==> src/rtl/control_sequencer.sv <==
// Multi-cycle LEGv8-subset control unit driving every dataPath_core control input.
// The only flop is the state register; all controls decode combinationally from state and IR.
module control_sequencer #(
    parameter logic [1:0] DATA_SIZE = 2'b11,
    parameter logic [4:0] ZERO_REG  = 5'd31
) (
    input  logic        clock,
    input  logic        reset,
    input  logic [31:0] IR,
    input  logic [3:0]  status,
    output logic        add_tri_sel,
    output logic [1:0]  data_tri_sel,
    output logic        w_reg,
    output logic        C0,
    output logic        mem_cs,
    output logic        mem_write_en,
    output logic        IR_load,
    output logic        status_load,
    output logic [31:0] k,
    output logic [4:0]  FS,
    output logic [1:0]  PC_FS,
    output logic [1:0]  size,
    output logic [4:0]  SA,
    output logic [4:0]  SB,
    output logic [4:0]  DA,
    output logic        PC_sel,
    output logic        B_Sel,
    output logic        halted,
    output logic [2:0]  state
);
    localparam logic [2:0] S_FETCH  = 3'd0;
    localparam logic [2:0] S_DECODE = 3'd1;
    localparam logic [2:0] S_EXEC   = 3'd2;
    localparam logic [2:0] S_MEM    = 3'd3;
    localparam logic [2:0] S_BRANCH = 3'd4;
    localparam logic [2:0] S_HALT   = 3'd5;

    localparam logic [3:0] CLS_ILL  = 4'd0;
    localparam logic [3:0] CLS_R    = 4'd1;
    localparam logic [3:0] CLS_I    = 4'd2;
    localparam logic [3:0] CLS_LD   = 4'd3;
    localparam logic [3:0] CLS_ST   = 4'd4;
    localparam logic [3:0] CLS_B    = 4'd5;
    localparam logic [3:0] CLS_BC   = 4'd6;
    localparam logic [3:0] CLS_CBZ  = 4'd7;
    localparam logic [3:0] CLS_CBNZ = 4'd8;
    localparam logic [3:0] CLS_BR   = 4'd9;

    localparam logic [4:0] FS_AND = 5'b00000;
    localparam logic [4:0] FS_ADD = 5'b01000;
    localparam logic [4:0] FS_SUB = 5'b01001;
    localparam logic [4:0] FS_ORR = 5'b01100;

    logic [2:0]  state_q, state_d;
    logic [3:0]  cls_s;
    logic [4:0]  alu_fs_s;
    logic        alu_sub_s;
    logic        bc_taken_s, cb_taken_s;
    logic [31:0] k_imm_s, k_mem_s, k_b_s, k_cb_s;

    // Flags are {V,C,N,Z}; AL (E/F) and any unlisted code are treated as always.
    function automatic logic cond_holds(input logic [3:0] cond, input logic [3:0] flags);
        logic v, c, n, z, r;
        v = flags[3];
        c = flags[2];
        n = flags[1];
        z = flags[0];
        case (cond)
            4'h0:    r = z;
            4'h1:    r = ~z;
            4'h2:    r = c;
            4'h3:    r = ~c;
            4'h4:    r = n;
            4'h5:    r = ~n;
            4'h6:    r = v;
            4'h7:    r = ~v;
            4'h8:    r = c & ~z;
            4'h9:    r = ~(c & ~z);
            4'hA:    r = (n == v);
            4'hB:    r = (n != v);
            4'hC:    r = ~z & (n == v);
            4'hD:    r = z | (n != v);
            default: r = 1'b1;
        endcase
        return r;
    endfunction

    // Branch constants are offset-1 because PC already points past the branch.
    assign k_imm_s = {20'd0, IR[21:10]};
    assign k_mem_s = {{23{IR[20]}}, IR[20:12]};
    assign k_b_s   = {{6{IR[25]}}, IR[25:0]} - 32'd1;
    assign k_cb_s  = {{13{IR[23]}}, IR[23:5]} - 32'd1;

    assign bc_taken_s = cond_holds(IR[3:0], status);
    assign cb_taken_s = (cls_s == CLS_CBZ) ? status[0] : ~status[0];

    // Instruction classification from the opcode field
    always_comb begin
        cls_s     = CLS_ILL;
        alu_fs_s  = FS_AND;
        alu_sub_s = 1'b0;
        if (IR[31:21] == 11'b10001011000) begin
            cls_s    = CLS_R;
            alu_fs_s = FS_ADD;
        end else if (IR[31:21] == 11'b11001011000) begin
            cls_s     = CLS_R;
            alu_fs_s  = FS_SUB;
            alu_sub_s = 1'b1;
        end else if (IR[31:21] == 11'b10001010000) begin
            cls_s    = CLS_R;
            alu_fs_s = FS_AND;
        end else if (IR[31:21] == 11'b10101010000) begin
            cls_s    = CLS_R;
            alu_fs_s = FS_ORR;
        end else if (IR[31:22] == 10'b1001000100) begin
            cls_s    = CLS_I;
            alu_fs_s = FS_ADD;
        end else if (IR[31:22] == 10'b1101000100) begin
            cls_s     = CLS_I;
            alu_fs_s  = FS_SUB;
            alu_sub_s = 1'b1;
        end else if (IR[31:22] == 10'b1001001000) begin
            cls_s    = CLS_I;
            alu_fs_s = FS_AND;
        end else if (IR[31:22] == 10'b1011001000) begin
            cls_s    = CLS_I;
            alu_fs_s = FS_ORR;
        end else if (IR[31:21] == 11'b11111000010) begin
            cls_s = CLS_LD;
        end else if (IR[31:21] == 11'b11111000000) begin
            cls_s = CLS_ST;
        end else if (IR[31:21] == 11'b11010110000) begin
            cls_s = CLS_BR;
        end else if (IR[31:26] == 6'b000101) begin
            cls_s = CLS_B;
        end else if (IR[31:24] == 8'b01010100) begin
            cls_s = CLS_BC;
        end else if (IR[31:24] == 8'b10110100) begin
            cls_s = CLS_CBZ;
        end else if (IR[31:24] == 8'b10110101) begin
            cls_s = CLS_CBNZ;
        end else begin
            cls_s = CLS_ILL;
        end
    end

    // Next-state logic
    always_comb begin
        state_d = S_HALT;
        case (state_q)
            S_FETCH:  state_d = S_DECODE;
            S_DECODE: state_d = (cls_s == CLS_ILL) ? S_HALT : S_EXEC;
            S_EXEC: begin
                case (cls_s)
                    CLS_LD, CLS_ST:    state_d = S_MEM;
                    CLS_CBZ, CLS_CBNZ: state_d = S_BRANCH;
                    default:           state_d = S_FETCH;
                endcase
            end
            S_MEM:    state_d = S_FETCH;
            S_BRANCH: state_d = S_FETCH;
            S_HALT:   state_d = S_HALT;
            default:  state_d = S_HALT;
        endcase
    end

    // State register
    always_ff @(posedge clock or posedge reset) begin
        if (reset) begin
            state_q <= S_FETCH;
        end else begin
            state_q <= state_d;
        end
    end

    // Datapath control decode
    always_comb begin
        add_tri_sel  = 1'b0;
        data_tri_sel = 2'b00;
        w_reg        = 1'b0;
        C0           = 1'b0;
        mem_cs       = 1'b0;
        mem_write_en = 1'b0;
        IR_load      = 1'b0;
        status_load  = 1'b0;
        k            = 32'd0;
        FS           = FS_AND;
        PC_FS        = 2'b00;
        SA           = 5'd0;
        SB           = 5'd0;
        DA           = 5'd0;
        PC_sel       = 1'b0;
        B_Sel        = 1'b0;
        halted       = 1'b0;
        case (state_q)
            S_FETCH: begin
                add_tri_sel  = 1'b1;
                mem_cs       = 1'b1;
                data_tri_sel = 2'b11;
                IR_load      = 1'b1;
                PC_FS        = 2'b01;
            end
            S_DECODE: begin
            end
            S_EXEC: begin
                case (cls_s)
                    CLS_R, CLS_I: begin
                        SA    = IR[9:5];
                        SB    = IR[20:16];
                        DA    = IR[4:0];
                        FS    = alu_fs_s;
                        C0    = alu_sub_s;
                        w_reg = 1'b1;
                        B_Sel = (cls_s == CLS_I);
                        k     = (cls_s == CLS_I) ? k_imm_s : 32'd0;
                    end
                    CLS_LD, CLS_ST: begin
                        SA     = IR[9:5];
                        k      = k_mem_s;
                        B_Sel  = 1'b1;
                        FS     = FS_ADD;
                        mem_cs = 1'b1;
                        if (cls_s == CLS_ST) begin
                            SB           = IR[4:0];
                            data_tri_sel = 2'b01;
                        end else begin
                            SB = 5'd0;
                        end
                    end
                    CLS_B: begin
                        PC_FS = 2'b10;
                        k     = k_b_s;
                    end
                    CLS_BC: begin
                        if (bc_taken_s) begin
                            PC_FS = 2'b10;
                            k     = k_cb_s;
                        end else begin
                            PC_FS = 2'b00;
                        end
                    end
                    CLS_CBZ, CLS_CBNZ: begin
                        SA          = ZERO_REG;
                        SB          = IR[4:0];
                        FS          = FS_ADD;
                        status_load = 1'b1;
                    end
                    CLS_BR: begin
                        SB           = IR[9:5];
                        data_tri_sel = 2'b01;
                        PC_sel       = 1'b1;
                        PC_FS        = 2'b11;
                    end
                    default: begin
                    end
                endcase
            end
            S_MEM: begin
                SA     = IR[9:5];
                k      = k_mem_s;
                B_Sel  = 1'b1;
                FS     = FS_ADD;
                mem_cs = 1'b1;
                if (cls_s == CLS_ST) begin
                    SB           = IR[4:0];
                    data_tri_sel = 2'b01;
                    mem_write_en = 1'b1;
                end else begin
                    data_tri_sel = 2'b11;
                    DA           = IR[4:0];
                    w_reg        = 1'b1;
                end
            end
            S_BRANCH: begin
                if (cb_taken_s) begin
                    PC_FS = 2'b10;
                    k     = k_cb_s;
                end else begin
                    PC_FS = 2'b00;
                end
            end
            S_HALT: begin
                halted = 1'b1;
            end
            default: begin
            end
        endcase
    end

    assign size  = DATA_SIZE;
    assign state = state_q;

endmodule

==> config.mk <==
export PLATFORM = sky130hd
export DESIGN_NAME = control_sequencer
export DESIGN_NICKNAME = d
export VERILOG_FILES = /design/src/rtl/control_sequencer.sv
export SDC_FILE = /design/constraint.sdc
export NUM_CORES = 1
export LEC_CHECK = 0
export ABC_AREA = 0
export BUFFER_PORTS_ARGS = -buffer_cell sky130_fd_sc_hd__buf_2
export CORE_MARGIN = 4
export CORE_UTILIZATION = 50
export DETAILED_ROUTE_END_ITERATION = 10
export PLACE_DENSITY_LB_ADDON = 0.2
export SLEW_MARGIN = 20
export SYNTH_ARGS = -nofsm -noshare
export SYNTH_HDL_FRONTEND = slang
export SYNTH_SLANG_ARGS = --single-unit
==> constraint.sdc <==
create_clock -name clock -period 4 [get_ports clock]
set_input_delay 0.4 -clock clock [delete_from_list [all_inputs] [get_ports clock]]
set_output_delay 0.4 -clock clock [all_outputs]
set_load 0.01 [all_outputs]
# [Word level (Yosys, flattened, before mapping)]
# Index checks and enable logic that the tools add are counted.
[totals] out_inout_bits=71 elab_cells=139 reg_bits=3
[op_classes] mux=74 n_bitwise=8 addsub=2 reduce_logical=10 eq_ne=44
[ops] op="$pmux W32 S4" count=1
[ops] op="$pmux W32 S3" count=1
[ops] op="$mux W4" count=23
[ops] op="$eq A11 B11 Y1 const B" count=7
[ops] op="$mux W32" count=2
[ops] op="$pmux W5 S2" count=6
[ops] op="$eq A10 B10 Y1 const B" count=4
[ops] op="$eq A4 B3 Y1 const B" count=8
[ops] op="$eq A4 B4 Y1 const B" count=8
[ops] op="$sub A26 B2 Y27 const B" count=1
[ops] op="$mux W1" count=21
[ops] op="$pmux W5 S4" count=1
[ops] op="$sub A19 B2 Y20 const B" count=1
[ops] op="$pmux W2 S3" count=3
[ops] op="$eq A4 B2 Y1 const B" count=4
[ops] op="$eq A8 B8 Y1 const B" count=2
[ops] op="$mux W5" count=3
[ops] op="$pmux W1 S14" count=1
[ops] op="$mux W12" count=1
[ops] op="$pmux W3 S4" count=1
[ops] op="$pmux W1 S2" count=5
[ops] op="$reduce_or A2 Y1" count=5
[ops] op="$eq A4 B1 Y1 const B" count=2
[ops] op="$eq A8 B7 Y1 const B" count=1
[ops] op="15 further kinds" count=26

# [Longest topological paths before layout]
# Gate-level depths: netlist of run 1.
[depth] ltp_word=20 ltp_mapped=10 mapped_depth_nobuf=8

# [Worst setup path before layout of run 1]
# No wires, ideal clock.
[synth_timing] kind="input -> output" startpoint="in IR[0]" endpoint="out k[27]" slack_ps=845 t_required_ps=3600 path_buffers=2 arrival_ps=2755 stages=10 path_cell_list="inv_1 ha_1 clkbuf_1 nor2b_1 mux4_2 o31ai_1 a31oi_2 a21oi_1 o211ai_1 buf_4"
[synth_via] elab_chain_len=5 elab_cells_between_ends=19 cone_classes="1 x add/sub; 13 x eq/ne; 4 x mux; 1 x reduce/logical"
[synth_rtl] element="start, declared" line="9" rtl="input logic [31:0] IR,"
[synth_rtl] element="parallel branches: the longest is 3 deep, another holds $sub A26 B2 Y27"
[synth_rtl] element="$pmux W32 S4 (*)" line="206" rtl="case (cls_s)"
[synth_rtl] element="$pmux W32 S3 (*)" line="195" rtl="case (state_q)"
[synth_rtl] element="end, declared" line="19" rtl="output logic [31:0] k,"
# Mark *: on every way between the ends.

# [Worst setup path after layout of run 1]
[layout_timing] startpoint="in IR[0]" endpoint="out k[30]"
# The elaborated chain is that of the path after synthesis.

==> qor.csv, run 1 <==
metric;value;unit
outcome;finished, final reports clean;
rsz0062_at_grt;false;
finClkSkew;0.002381;ns
vias_per_cell;6.488;
synth_cell_types;77;
area_growth;18.55;%
syn_inst;442;
synth_flop_cell;dfrtp_1;
maxSlewViolCount;0;
fin_area;3358;sq um
ys_warn_count;0;
dieArea;6934;sq um
place_ws;0.6696;ns
path_cells;buf_2 > inv_1 > ha_1 > nor2b_1 > mux4_2 > o31ai_1 > a31oi_2 > buf_4 > a21oi_1 > buf_4 > o211ai_1 > buf_2;
cellLeakagePower;1.482;nW
htree_levels;1;
timing_worst_setup_path_type;in -> out;
finalSetupViolCount;0;
cap_violations;0;
crit_buf_inv;5;
grt_pass1_wl;16940;um
netlist_area;2833;sq um
antenna_found_initial;0;
largest_register_ffs;3;
cts-resized-gates;0;
first_global_vias;3376;
die_y;83.27;um
cts-root-buf;clkbuf_8;
min_path_type;in -> async;
cts.path.max_buffers;2;
hold_viol_final;0;
endpoint_kind;primary output;
rows;27;
grt_use_total;0.2860;
die_width;83.27;um
holdBufCountCts;0;
cpMaxStageDelayCell;mux4_2;
final_core_util;0.6099;
avgSynthCellArea;6.409;sq um
cp_data_required_time;3.60;ns
portBuffers;104;
setup_ws;0.6354;ns
final_antenna_net_count;0;
nNetsFinal;561;
rr_worst_depth;3;
critical-path-top-delay-family;buffers and inverters;
synth_edf_count;0;
worstReg2RegEnd;state[1];
reg2reg_from;state[2];
core-area;5507;sq um
cts.reportedPaths.clkPinSlew;0.03;ns
cts_tree;yes;
tns;0;ns
drt-pass1-iter-count;7;
drc;0;
max_freq;297.2;MHz
cp-start-kind;primary input;
routabilityCongestion;0.9608;
clkSinkCount;3;
path_max_fanout;9;
antenna_cells;0;
ff2ff_setup_slack;2.64;ns
grt_max_degree;21;
final_cell_count_no_fill;588;
cts_made_buffers;3;
synth_seq_cells;3;
wire_per_inst;18.18;um
place_area;3313;sq um
drtIter0Drc;308;
cts_setup_buffers;0;
ys_seq_area_frac;0.02650;
clk_latency;0.21;ns
powerDensity;124.7;nW/um^2
overflow;0;
vias;3815;
cp.arrival;2.96;ns
wl;10690;um
initial_core_util;0.5144;
dpl.hpwl;8205;um
worstMarginPinSlew;0.8660;ns
placed_cells;584;
ios;109;
slowest_delay;0.44;ns
irDropWorstVdd;135.4;uV
period_minus_slack;3.365;ns
slew_headroom;0.4192;
synth-async-reset-ratio;1.000;
fin_crit_sh;0.8411;
drive_gt1_frac;0.2713;
[synthesized netlist by cell type (all sizes together), types with 3 or more instances]
master,n,area [sq um]
nor2,41,153.9
nor4,14,115.1
a21o,8,60.06
nand2b,5,31.28
nor2b,5,31.28
a22o,3,26.28
or2,7,43.80
nor3,20,121.4
or4,5,45.04
inv,21,78.82
o22ai,3,18.77
dfrtp,3,75.07
ha,6,75.07
nor3b,5,37.54
a22oi,17,127.6
a211oi,3,22.52
a31oi,5,37.53
nand4,5,31.28
xor2,16,140.1
nand3,3,15.01
o31ai,4,35.03
nand3b,4,30.03
a221oi,13,120.1
or3,5,31.28
clkbuf,33,123.9
xnor2,18,157.7
o21a,7,52.55
buf,16,117.6
o21ai,35,175.2
and2,6,37.54
nand2,26,97.59
a21oi,39,195.2
[area by class of cell]
type / count / area [sq um]
multi-input cells: 371 / 2451
repair buffers: 117 / 618.1
clock buffers: 4 / 45.04
inverters: 21 / 78.83
fillers: 592 / 2148
flip-flops and latches: 3 / 75.07
well taps: 72 / 90.09
[placed cells by master, fill, tap and decap left out, types with 4 or more instances in the layout]
| cell | netlist | routed |
|---|---|---|
| ha_1 | 6 | 6 |
| nand2b_1 | 5 | 5 |
| nor2_1 | 41 | 41 |
| or3_1 | 5 | 5 |
| conb_1 | 2 | 4 |
| buf_2 | 4 | 104 |
| nor4_1 | 11 | 10 |
| a221oi_1 | 12 | 12 |
| o21ai_0 | 11 | 11 |
| xor2_1 | 16 | 16 |
| buf_4 | 10 | 13 |
| inv_1 | 20 | 20 |
| nand2_1 | 26 | 26 |
| nor3b_1 | 5 | 5 |
| o21a_1 | 7 | 7 |
| nand3b_1 | 4 | 4 |
| a22oi_1 | 17 | 17 |
| xnor2_1 | 18 | 18 |
| o21ai_1 | 24 | 24 |
| a21oi_1 | 39 | 39 |
| nor2b_1 | 5 | 5 |
| a31oi_1 | 4 | 4 |
| a21o_1 | 8 | 8 |
| and2_1 | 5 | 5 |
| nor3_1 | 17 | 17 |
| nand4_1 | 5 | 5 |
| or2_2 | 5 | 5 |
[power by group]
part	leakage (nW)	switching [mW]	total [mW]	internal, mW
registers	0.0319	0.0174	0.0536	0.0362
clock network	0.0228	0.0197	0.0876	0.0679
logic	1.43	0.173	0.277	0.105
total	1.48	0.210	0.419	0.209
[metrics by stage]
| step | power (mW) | hold slack [ns] |
|---|---|---|
| 2_1_floorplan | 0.2371 | 0.1536 |
| 3_3_place_gp | 0.3228 | 0.2622 |
| 3_5_place_dp | 0.3260 | 0.2734 |
| 4_1_cts | 0.4157 | 0.04984 |
| 5_1_grt | 0.4500 | 0.05831 |
| 6_report | 0.4186 | 0.04746 |
[per-layer routing]
layer	up-vias	global-route usage	part of all wire
met3	22	0.02480	0.086
met1	1779	0.3897	0.43
met2	230	0.4752	0.46
li1	1784	-	-
met4	0	0.08618	0.023
met5	-	0	0
[worst max-delay path by stage]
stage	depth (start not counted)	slack [ns]	endpoint	from
2_1_floorplan	10	0.84	k[27]	IR[0]
3_3_place_gp	12	0.72	k[27]	IR[0]
3_5_place_dp	12	0.67	k[30]	IR[0]
4_1_cts	12	0.66	k[30]	IR[0]
5_1_grt	8	0.43	k[30]	IR[23]
6_report	12	0.64	k[30]	IR[0]
[kinds of logic after synthesis]
| family | count (synthesis) | share of synthesized area |
|---|---|---|
| AOI/OAI and AO/OA | 161 | 0.3834 |
| DFF | 3 | 0.02650 |
| and+or+nand+nor | 163 | 0.3277 |
| xor gates and xnor gates | 34 | 0.1051 |
| buffers and inverters | 70 | 0.1131 |
| other | 2 | 0.002651 |
| muxes | 3 | 0.01502 |
| adders and majority gates | 6 | 0.02650 |
(Power assumes the default switching activity.)
==> run 2, diff against run 1 <==
- clock period: 4 -> 3.4 ns (I/O delays scaled with it)
==> run 2 against run 1 <==
Via count increased by 2.1%. Routed wire length increased by 1.4%. Register-to-register slack got worse by 0.61 ns. Total power increased by 20%. Clock power increased by 23%. Flip-flop and latch count unchanged. Sequential share of layout area about the same. First-iteration DRC count increased by 23%. Clock skew about the same. Worst hold slack improved by 0.49 ns. Count of clock-buffer cells in the layout unchanged. Non-clock buffer count increased by 2. Largest cell class unchanged.
==> qor.csv, run 2 (synthesis gave the netlist of run 1 again) <==
metric;value;unit
grt_use_total;0.2913;
clkSinkCount;3;
vias_per_cell;6.600;
dieArea;6934;sq um
hold_viol_final;0;
finalSetupViolCount;0;
vias;3894;
routabilityCongestion;0.9786;
outcome;finished, final reports clean;
cts_setup_buffers;0;
drt-pass1-iter-count;5;
timing_worst_setup_path_type;in -> out;
path_max_fanout;18;
fin_crit_sh;0.9240;
tns;0;ns
grt_max_degree;21;
cts.path.max_buffers;2;
cts.reportedPaths.clkPinSlew;0.03;ns
grt_pass1_wl;17250;um
crit_start;IR[0];
htree_levels;1;
final_antenna_net_count;0;
endpoint_kind;primary output;
cts_tree;yes;
worstMarginPinSlew;0.6012;ns
ios;109;
cellLeakagePower;1.490;nW
drc;0;
cp-start-kind;primary input;
min_path_type;in -> async;
period_minus_slack;3.141;ns
die_width;83.27;um
first_global_vias;3530;
rows;27;
overflow;0;
die_y;83.27;um
cap_violations;0;
cp_data_required_time;3.06;ns
portBuffers;104;
initial_core_util;0.5144;
cts_made_buffers;3;
irDropWorstVdd;136.2;uV
slew_headroom;0.5888;
wire_per_inst;18.37;um
layout_common_cells;104 x buf_2, 41 x nor2_1, 39 x a21oi_1;
cts-resized-gates;0;
finClkSkew;0.002520;ns
cts-root-buf;clkbuf_8;
antenna_cells;0;
rsz0062_at_grt;false;
maxSlewViolCount;0;
final_cell_count_no_fill;590;
clk_latency;0.22;ns
placed_cells;585;
dpl.hpwl;8253;um
powerDensity;148.7;nW/um^2
cp.arrival;2.80;ns
rr_worst_depth;3;
drtIter0Drc;380;
wl;10840;um
reg2reg_from;state[2];
drive_gt1_frac;0.2722;
nNetsFinal;563;
area_growth;19.17;%
holdBufCountCts;1;
largest_register_ffs;3;
core-area;5507;sq um
ff2ff_setup_slack;2.03;ns
mostFrequentLayoutCell;buf_2;
max_freq;318.3;MHz
antenna_found_initial;0;
run 2: area by class of cell:
cell class	instances	area, sq um
flip-flops and latches	3	75.07
well taps	72	90.09
clock buffers	4	45.04
repair buffers	119	635.6
multi-input cells	371	2451
fillers	546	2131
inverters	21	78.83
run 2: path summary, 6_finish.rpt:
kind                            endpoint
worst min-delay path            state[0]
max in group asynchronous       state[1]
worst min register to register  state[0]
min in group clock              state[0]
worst max-delay path                k[7]
worst max register to register  state[1]
run 2: worst max-delay path: stages:
cell and delay, ns:
buf_2 0.17, inv_1 0.10, ha_1 0.30, nor2b_1 0.16, mux4_2 0.44, o31ai_1 0.33, a31oi_2 0.18, buf_4 0.24
a221oi_1 0.31, o21ai_1 0.09, buf_2 0.14
run 2: metrics by stage:
step | hold slack [ns] | setup WS (ns) | utilization | instance area, sq um | power [mW]
floorplan | 0.09364 | 0.3646 | - | 2840 | 0.2790
global placement | 0.1998 | 0.3356 | 0.6030 | 3321 | 0.3791
detailed placement | 0.2105 | 0.2778 | 0.6030 | 3321 | 0.3841
CTS | 0.5292 | 0.2692 | 0.6130 | 3376 | 0.4928
global route | 0.5590 | 0.09647 | 0.6130 | 3376 | 0.5410
finish | 0.5332 | 0.2585 | 0.6130 | 3376 | 0.5018
run 2: where the power goes:
group | total (mW) | switching, mW | internal, mW
Sequential | 0.0621 | 0.0195 | 0.0425
Clock | 0.108 | 0.0275 | 0.0803
Combinational | 0.332 | 0.208 | 0.124
run 2: routing by layer:
metal / GRT usage / vias to the layer above / routed length, um
met3: 0.03075 / 37 / 1143
met1: 0.3956 / 1771 / 4470
met5: 0 / - / 0
met2: 0.4832 / 298 / 4931
li1: - / 1788 / -
met4: 0.08470 / 0 / 292
==> run 3, diff against run 2 <==
- clock period: 3.4 -> 3.8 ns (I/O delays scaled with it)
==> run 3 against run 2 <==
Setup slack better by 0.25 ns. Critical endpoint is now k[30]. First-iteration DRC count decreased by 17%. Highest routed layer unchanged. Count of clock-buffer cells in the layout unchanged. Total power fell by 11%. Flip-flop and latch count unchanged. Critical path depth decreased by 2. Register-to-register slack better by 0.38 ns. Cell area decreased by 0.96%.
==> qor.csv, run 3 (synthesis gave the netlist of run 1 again) <==
metric;value;unit
nNetsFinal;559;
cp.arrival;2.91;ns
clkSinkCount;3;
clk_latency;0.22;ns
fillCellCount;547;
grt_use_total;0.2859;
maxSlewViolCount;0;
portBuffers;104;
ff2ff_setup_slack;2.41;ns
grt_max_degree;22;
cts_tree;yes;
layout_common_cells;104 x buf_2, 41 x nor2_1, 39 x a21oi_1;
outcome;finished, final reports clean;
final_core_util;0.6071;
drive_gt1_frac;0.2685;
dpl.hpwl;8040;um
finalSetupViolCount;0;
slew_headroom;0.5576;
wire_per_inst;18.00;um
cts.reportedPaths.clkPinSlew;0.03;ns
finClkSkew;0.005492;ns
path_max_fanout;11;
routabilityCongestion;0.9685;
drtIter0Drc;316;
vias;3767;
period_minus_slack;3.287;ns
vias_per_cell;6.428;
die_width;83.27;um
initial_core_util;0.5144;
cts.path.max_buffers;2;
drt-pass1-iter-count;5;
cellLeakagePower;1.472;nW
die_y;83.27;um
powerDensity;133.0;nW/um^2
area_growth;18.02;%
rows;27;
max_freq;304.2;MHz
timing_worst_setup_path_type;in -> out;
htree_levels;1;
cts_setup_buffers;0;
worstReg2RegEnd;state[1];
rr_worst_depth;3;
core-area;5507;sq um
grt_pass1_wl;17030;um
first_global_vias;3452;
overflow;0;
min_path_type;in -> async;
cts-resized-gates;0;
wl;10550;um
cts-root-buf;clkbuf_8;
largest_register_ffs;3;
cp_data_required_time;3.42;ns
irDropWorstVdd;112.1;uV
ios;109;
cp-start-kind;primary input;
mostFrequentLayoutCell;buf_2;
fin_crit_sh;0.8650;
rsz0062_at_grt;false;
hold_viol_final;0;
cts_made_buffers;3;
worstMarginPinSlew;0.6544;ns
final_antenna_net_count;0;
antenna_found_initial;0;
holdBufCountCts;0;
endpoint_kind;primary output;
antenna_cells;0;
tns;0;ns
dieArea;6934;sq um
cap_violations;0;
reg2reg_from;state[2];
drc;0;
## run 3: cell count changes in the layout (fill, tap and decap cells not counted), sizes merged
cell	previous run	this run
buf	118	115
dlygate4sd3	1	0
## run 3: worst max path at each step
stage           from  endpoint  slack [ns]  cells past startpoint
6_report       IR[0]     k[30]        0.51                      9
5_1_grt        IR[0]     k[30]        0.21                      9
3_3_place_gp   IR[0]     k[17]        0.67                     11
4_1_cts        IR[0]     k[29]        0.56                      9
3_5_place_dp   IR[0]     k[29]        0.56                      9
2_1_floorplan  IR[0]     k[27]        0.68                     10
## run 3: stage by stage
| step | setup slack [ns] | std cells | instance area, sq um | hold WS [ns] | power (mW) |
|---|---|---|---|---|---|
| floorplan | 0.6846 | 444 | 2840 | 0.1336 | 0.2496 |
| global placement | 0.6718 | 582 | 3298 | 0.2428 | 0.3388 |
| detailed placement | 0.5645 | 582 | 3298 | 0.2527 | 0.3407 |
| CTS | 0.5575 | 586 | 3343 | 0.02237 | 0.4380 |
| global route | 0.2130 | 586 | 3343 | 0.02715 | 0.4780 |
| finish | 0.5132 | 586 | 3343 | 0.01564 | 0.4445 |
## run 3: critical path, stage by stage
cell and delay, ns:
buf_2 0.15, inv_1 0.11, ha_1 0.33, or4b_1 0.75, nor3_2 0.37, nor4b_1 0.30, o211ai_1 0.12, o211ai_1 0.20
buf_2 0.20
## run 3: metal layers
layer  wire [um]  global-route usage
met5           0                   0
met4         138             0.06686
met3        1027             0.03968
met2        4957              0.4862
met1        4426              0.3793
## run 3: final cells by class
cell class,count,area (sq um),share of cell area
Timing Repair Buffer,115,603.1,0.1804
Sequential cell,3,75.07,0.02246
Multi-Input combinational cell,371,2451,0.7332
Inverter,21,78.83,0.02358
Tap cell,72,90.09,0.02695
Clock buffer,4,45.04,0.01347
## run 3: report_power, final
group	internal [mW]	total [mW]	switching [mW]
Combinational	0.110	0.293	0.183
Clock	0.0718	0.0955	0.0237
Sequential	0.0381	0.0560	0.0179
